==> src/rtl/ico_spi_ctrl_pkg.sv <==
// Shared types and constants for the icoboard SPI control front end.
// The optional ID byte feature is selected by the ICO_SPI_CTRL_ID_EN macro.
package ico_spi_ctrl_pkg;

    typedef enum logic [2:0] {
        ST_WAIT = 3'd0,
        ST_IDLE = 3'd1,
        ST_CMD  = 3'd2,
        ST_HDR  = 3'd3,
        ST_DATA = 3'd4
    } state_t;

    localparam logic [7:0] ID_BYTE_DEFAULT = 8'hA5;

endpackage

==> src/rtl/ico_sync2.sv <==
// Two-flop synchroniser with asynchronous active-low reset and a
// configurable reset value, for bringing SPI pins into the clk domain.
module ico_sync2 #(
    parameter logic RESET_VAL = 1'b0
) (
    input  logic clk,
    input  logic resetn,
    input  logic d,
    output logic q
);

    logic meta;

    always_ff @(posedge clk or negedge resetn) begin
        if (!resetn) begin
            meta <= RESET_VAL;
            q    <= RESET_VAL;
        end else begin
            meta <= d;
            q    <= meta;
        end
    end

endmodule

==> src/rtl/ico_spi_ctrl.sv <==
// SPI slave (mode 0) front end for the icoboard control bus.
// Define ICO_SPI_CTRL_ID_EN to return ID_BYTE on MISO during the command byte.
module ico_spi_ctrl
    import ico_spi_ctrl_pkg::*;
#(
    parameter int         NUM_EP  = 2,
    parameter logic [7:0] ID_BYTE = ID_BYTE_DEFAULT
) (
    input  logic              clk,
    input  logic              resetn,
    input  logic              spi_sclk,
    input  logic              spi_csn,
    input  logic              spi_mosi,
    output logic              spi_miso,
    output logic              spi_ctrl_si,
    output logic              spi_ctrl_so,
    output logic              spi_ctrl_hd,
    output logic [7:0]        spi_ctrl_di,
    input  logic [7:0]        spi_ctrl_do,
    output logic [NUM_EP-1:0] epsel
);

`ifdef ICO_SPI_CTRL_ID_EN
    localparam bit ID_EN = 1'b1;
`else
    localparam bit ID_EN = 1'b0;
`endif

    logic        sclk_s, csn_s, mosi_s;
    logic        sclk_q;
    logic        sclk_rise, sclk_fall;
    state_t      state;
    logic [1:0]  wait_cnt;
    logic [2:0]  bit_cnt;
    logic [6:0]  rx_sr;
    logic [7:0]  rx_next;
    logic [7:0]  tx_sr;
    logic [NUM_EP-1:0] cmd_dec;

    ico_sync2 #(.RESET_VAL(1'b0)) u_sync_sclk (.clk(clk), .resetn(resetn), .d(spi_sclk), .q(sclk_s));
    ico_sync2 #(.RESET_VAL(1'b1)) u_sync_csn  (.clk(clk), .resetn(resetn), .d(spi_csn),  .q(csn_s));
    ico_sync2 #(.RESET_VAL(1'b0)) u_sync_mosi (.clk(clk), .resetn(resetn), .d(spi_mosi), .q(mosi_s));

    assign sclk_rise = sclk_s & ~sclk_q;
    assign sclk_fall = ~sclk_s & sclk_q;
    assign rx_next   = {rx_sr, mosi_s};

    always_comb begin
        cmd_dec = '0;
        for (int i = 0; i < NUM_EP; i++) begin
            if (rx_next == 8'(i + 1)) cmd_dec[i] = 1'b1;
        end
    end

    // Byte bus: si is a one-cycle strobe with di (and hd for the header byte);
    // so follows si by one cycle, and spi_ctrl_do is captured in that so cycle
    // as the reply shifted out during the next byte. There is no back-pressure.
    always_ff @(posedge clk or negedge resetn) begin
        if (!resetn) begin
            state       <= ST_WAIT;
            wait_cnt    <= 2'd0;
            sclk_q      <= 1'b0;
            bit_cnt     <= 3'd0;
            rx_sr       <= 7'd0;
            tx_sr       <= 8'd0;
            spi_ctrl_si <= 1'b0;
            spi_ctrl_so <= 1'b0;
            spi_ctrl_hd <= 1'b0;
            spi_ctrl_di <= 8'd0;
            epsel       <= '0;
        end else begin
            sclk_q      <= sclk_s;
            spi_ctrl_si <= 1'b0;
            spi_ctrl_hd <= 1'b0;
            spi_ctrl_so <= spi_ctrl_si;
            case (state)
                // The CSn synchroniser resets high, so wait for it to fill with
                // the real pin level before trusting a high CSn.
                ST_WAIT: begin
                    if (wait_cnt != 2'd2) wait_cnt <= wait_cnt + 2'd1;
                    else if (csn_s)       state    <= ST_IDLE;
                end
                ST_IDLE: begin
                    bit_cnt <= 3'd0;
                    if (!csn_s) begin
                        state <= ST_CMD;
                        tx_sr <= ID_EN ? ID_BYTE : 8'h00;
                    end
                end
                ST_CMD, ST_HDR, ST_DATA: begin
                    if (csn_s) begin
                        state   <= ST_IDLE;
                        bit_cnt <= 3'd0;
                        epsel   <= '0;
                    end else begin
                        if (sclk_rise) begin
                            rx_sr   <= rx_next[6:0];
                            bit_cnt <= bit_cnt + 3'd1;
                            if (bit_cnt == 3'd7) begin
                                if (state == ST_CMD) begin
                                    epsel <= cmd_dec;
                                    tx_sr <= 8'h00;
                                    state <= ST_HDR;
                                end else begin
                                    spi_ctrl_di <= rx_next;
                                    spi_ctrl_si <= 1'b1;
                                    spi_ctrl_hd <= (state == ST_HDR);
                                    state       <= ST_DATA;
                                end
                            end
                        end
                        // The fall after a byte's last rise must not shift, or
                        // the freshly loaded reply would lose its MSB.
                        if (spi_ctrl_so)
                            tx_sr <= spi_ctrl_do;
                        else if (sclk_fall && bit_cnt != 3'd0)
                            tx_sr <= {tx_sr[6:0], 1'b0};
                    end
                end
                default: state <= ST_WAIT;
            endcase
        end
    end

    assign spi_miso = (state == ST_CMD || state == ST_HDR || state == ST_DATA) ? tx_sr[7] : 1'b0;

endmodule

==> config.mk <==
export PLATFORM = sky130hd
export DESIGN_NAME = ico_spi_ctrl
export DESIGN_NICKNAME = d
export VERILOG_FILES = /design/src/rtl/ico_spi_ctrl_pkg.sv /design/src/rtl/ico_sync2.sv /design/src/rtl/ico_spi_ctrl.sv
export SDC_FILE = /design/constraint.sdc
export NUM_CORES = 1
export LEC_CHECK = 0
export CAP_MARGIN = 20
export CORE_UTILIZATION = 40
export CTS_CLUSTER_SIZE = 40
export DETAILED_ROUTE_END_ITERATION = 6
export GPL_ROUTABILITY_DRIVEN = 0
export PLACE_DENSITY = 0.62
export SLEW_MARGIN = 20
export SYNTH_ARGS = -nofsm -noshare
export SYNTH_HDL_FRONTEND = slang
export SYNTH_HIERARCHICAL = 1
export SYNTH_SLANG_ARGS = --single-unit
==> constraint.sdc <==
create_clock -name clk -period 4.7 [get_ports clk]
set_clock_uncertainty 0.15 [all_clocks]
set_input_delay 0.94 -clock clk [delete_from_list [all_inputs] [get_ports clk]]
set_output_delay 0.94 -clock clk [all_outputs]
set_load 0.05 [all_outputs]
==> results.txt <==
- Of the total synthesized cell area, the portion taken by full adders, half adders and majority gates is 2.64%.
- The filler cells instantiated in the layout total 392.
* TritonCTS clock tree: built
- After synthesis the netlist holds a flip-flop and latch count of 43.
- In this run the deepest clock path goes through 2 buffers.
- Xor/xnor share of the synthesized area: 0.462%
- Compound-Gate Fraction of Synth Area: 12.9%
- Width of the die: 70.8 um
- Of all flip-flops after synthesis, the portion carrying an async set or reset was 100%.
* Crit path DAT: 2.15 ns
- Once the clock tree was built, the setup fixing pass inserted 0 buffers.
- Area growth from synthesis to final layout: 18.0%
- Count of pins on the block boundary: 27
* DRC: 8
- Via count of the first global-routing pass: 1265
* Mapped Avg Cell Area: 13.3 sq um
- Global routing usage on met2: 24.0%
* Share of synthesized area occupied by flip-flops and latches: 56.9%
- The setup path with the least slack is of type register to output port.
* Area contributors post-synth: sky130_fd_sc_hd__dfrtp_1 54%, sky130_fd_sc_hd__mux2_4 6.3%, sky130_fd_sc_hd__mux2_2 5.4%, sky130_fd_sc_hd__o2bb2ai_1 3.2%, sky130_fd_sc_hd__a22oi_1 2.8%
* Number of max-slew violations in the final report: 0
- After clock tree synthesis, the flow added hold-fix buffers numbering 0.
* Ant. Diodes: 0
* Grt peak-use layer: met2
- Dividing the detail-routed wire length by the instance count gives 15.3 um.
- Leak Pwr: 1.01 nW
- Overall Global Routing Usage: 15.4%
- STA classifies the critical path startpoint as a register.
* Number of nets in the layout: 185
* Most frequent cells in the layout: 41 x sky130_fd_sc_hd__dfrtp_1, 25 x sky130_fd_sc_hd__clkdlybuf4s50_1, 9 x sky130_fd_sc_hd__nand2_1, 9 x sky130_fd_sc_hd__mux2_2, 8 x sky130_fd_sc_hd__mux2_4
* Gate count after technology mapping: 142
- Dividing the final minimum period by the clock period gives 69.0%.
* Setup repair after global routing missed its margin: no
* Grt met1 use: 20.7%
- The floorplan has 24 rows.
- The pre-antenna-repair detailed-routing pass consisted of 6 iterations.
* Pwr Density: 319 nW/um^2
- Number of flops mapped to enable cells by yosys: 0
* Post-route minimum period: 3.24 ns
- Slew @ Worst Pin: 0.939 ns
- The later pin in the worst-skew pair is clocked with a latency of 0.29 ns.
- The flow ran to the end, but the final reports show violations.
- For this run, the leading register cell type out of synthesis is sky130_fd_sc_hd__dfrtp_1.
* Largest net degree at the start of global routing: 44
* Hold crit path type: register to register
- Input/output buffers: 26
- In the final timing run, aggregate negative setup slack is 0 ns.
* Number of hold violations in the final report: 0
- For this configuration, the core starts out at a cell density of 42.6%.
* Post-DP HPWL: 2220 um
- The post-route netlist has 21.3% of its cells at a drive strength greater than 1.
- After clock tree synthesis, the clock-pin slew on the worst setup and hold paths is 0.07 ns.
- Clock tree synthesis inserted a total of 5 buffers.
* DIE AREA: 5010 sq um
- By area, the combinational part of the netlist is dominated by compound AO/OA/AOI/OAI gates.
- Cell variety after synth: 43
* Share of synthesized cell area in and, or, nand and nor gates: 10.6%
- Met3 track utilization from global routing: 4.99%
* Worst vdd rail ir drop: 0.155 mV
- From bottom edge to top edge, the die measures 70.8 um.
- Vias: 1184
* Root Buffer Master: sky130_fd_sc_hd__clkbuf_8
* Count of warnings emitted by yosys: 6
* Leading area contributor after synthesis: sky130_fd_sc_hd__dfrtp_1
- The first global-routing pass estimated 5980 um of wire.
* DRT Wirelength: 3370 um
- Once layout is complete, the utilization of the core stands at 50.3%.
- In this run the worst path has a maximum fanout of 10.
- The initial antenna violation count was 0.
- STA puts the critical path data required time at 3.61 ns.
- Net count after synthesis: 159
- Post-CTS repair changed the size of 0 cells.
- Netlist Area Pre-Place: 1890 sq um
- Leaving out fill and tap cells, the most frequent cell in the layout is sky130_fd_sc_hd__dfrtp_1.
- Based on the critical path, the design can be clocked at up to 308 MHz.
- Number of violations of the max-capacitance limit: 0
* Headroom to the max-slew limit: 37.4%
* Multiplexer share of the synthesized area: 12.2%
* Post-detailed-route count of antenna-violating nets: 0
* Initial drt markers: 56
- The tree built by TritonCTS fans out to 43 sinks.
- H-Tree Depth: 2
- Of the post-synthesis cell area, the dominant cell type holds 54.2%.
- Violations in the final reports: DRC
- Vias per inst: 5.36
* Total setup violations reported at the end of the flow: 0
* Type of element capturing the critical path: output port
- After floorplanning, the core was sized to cover 4440 sq um.
- The total overflow left after global routing is 0.
## layer usage
layer,routed length (um),part of all wire [%],vias to the layer above
met4,53,1.6,0
met1,1620,48,576
met2,1520,45,33
li1,-,-,567
met5,0,0,-
met3,171,5.1,8
## power by group
part           internal, mW  switching [mW]
Combinational        0.0388          0.0414
Sequential            0.389          0.0219
Clock                 0.104           0.117
Total                 0.532           0.180
## sequential cells by signal, indices dropped and copies added, names as in the netlist, 2 cells and up
signal and cells:
rx_sr 7, tx_sr 8, spi_ctrl_di 8, epsel 2, bit_cnt 3, state 3
wait_cnt 2
## layout make-up
class	count	area (sq um)	share of cell area [%]
clock buffers	7	76.3	3.41
clock inverters	1	5.00	0.224
inverters	5	18.8	0.839
multi-input cells	87	737	33.0
flip-flops and latches	43	1080	48.2
well taps	52	65.1	2.91
repair buffers	26	255	11.4
## critical path, cell delays in order, from the launching register on
cell,delay (ns)
sky130_fd_sc_hd__dfrtp_1,0.50
sky130_fd_sc_hd__nor2_4,0.17
sky130_fd_sc_hd__nand2_1,0.16
sky130_fd_sc_hd__nand2_1,0.12
sky130_fd_sc_hd__and2_1,0.12
sky130_fd_sc_hd__clkdlybuf4s50_1,0.79
## through the flow
stage               cells  setup WS (ns)  hold WS, ns  power [mW]  instance area [sq um]
floorplan             142           2.40        0.181       0.469                   1890
global placement      213           1.86        0.188       0.496                   2150
detailed placement    213           1.79        0.186       0.499                   2150
CTS                   221           1.47        0.204       0.724                   2240
global route          221           1.35        0.210       0.756                   2240
finish                221           1.46        0.199       0.713                   2240
## path summary, 6_finish.rpt
| check | from | to | slack, ns | cells past startpoint |
|---|---|---|---|---|
| setup / recovery | state[0] | spi_miso | 1.46 | 5 |
| hold / removal | u_sync_mosi/meta | u_sync_mosi/q | 0.20 | 0 |
| setup reg to reg | state[1] | spi_ctrl_di[7] | 2.63 | 4 |
| hold reg to reg | u_sync_mosi/meta | u_sync_mosi/q | 0.20 | 0 |
| max in group asynchronous | resetn | spi_ctrl_di[3] | 3.17 | 1 |
| min in group asynchronous | resetn | wait_cnt[0] | 0.64 | 1 |
## cells by family (layout without fill, tap and decap cells)
group / after synthesis / after routing
compound gates: 31 / 31
xor+xnor: 1 / 1
fa+ha+maj: 4 / 4
buf+inv: 12 / 39
flops: 43 / 43
mux: 18 / 18
simple gates: 33 / 33
## synthesized netlist by cell type (2+ instances only)
cell type and n:
sky130_fd_sc_hd__inv_1 5, sky130_fd_sc_hd__and2_1 2, sky130_fd_sc_hd__dfrtp_1 41, sky130_fd_sc_hd__mux2_2 9, sky130_fd_sc_hd__nor3b_1 2, sky130_fd_sc_hd__a22oi_1 7
sky130_fd_sc_hd__ha_1 4, sky130_fd_sc_hd__nor4_1 2, sky130_fd_sc_hd__o2bb2ai_1 7, sky130_fd_sc_hd__buf_6 4, sky130_fd_sc_hd__nand2b_1 2, sky130_fd_sc_hd__nand3_1 3
sky130_fd_sc_hd__nor2_1 3, sky130_fd_sc_hd__a21oi_1 3, sky130_fd_sc_hd__a22o_2 2, sky130_fd_sc_hd__mux2_4 8, sky130_fd_sc_hd__o21ai_0 3, sky130_fd_sc_hd__dfstp_2 2
sky130_fd_sc_hd__nand2_1 9
Note: power is estimated with default switching activity, not from simulation.
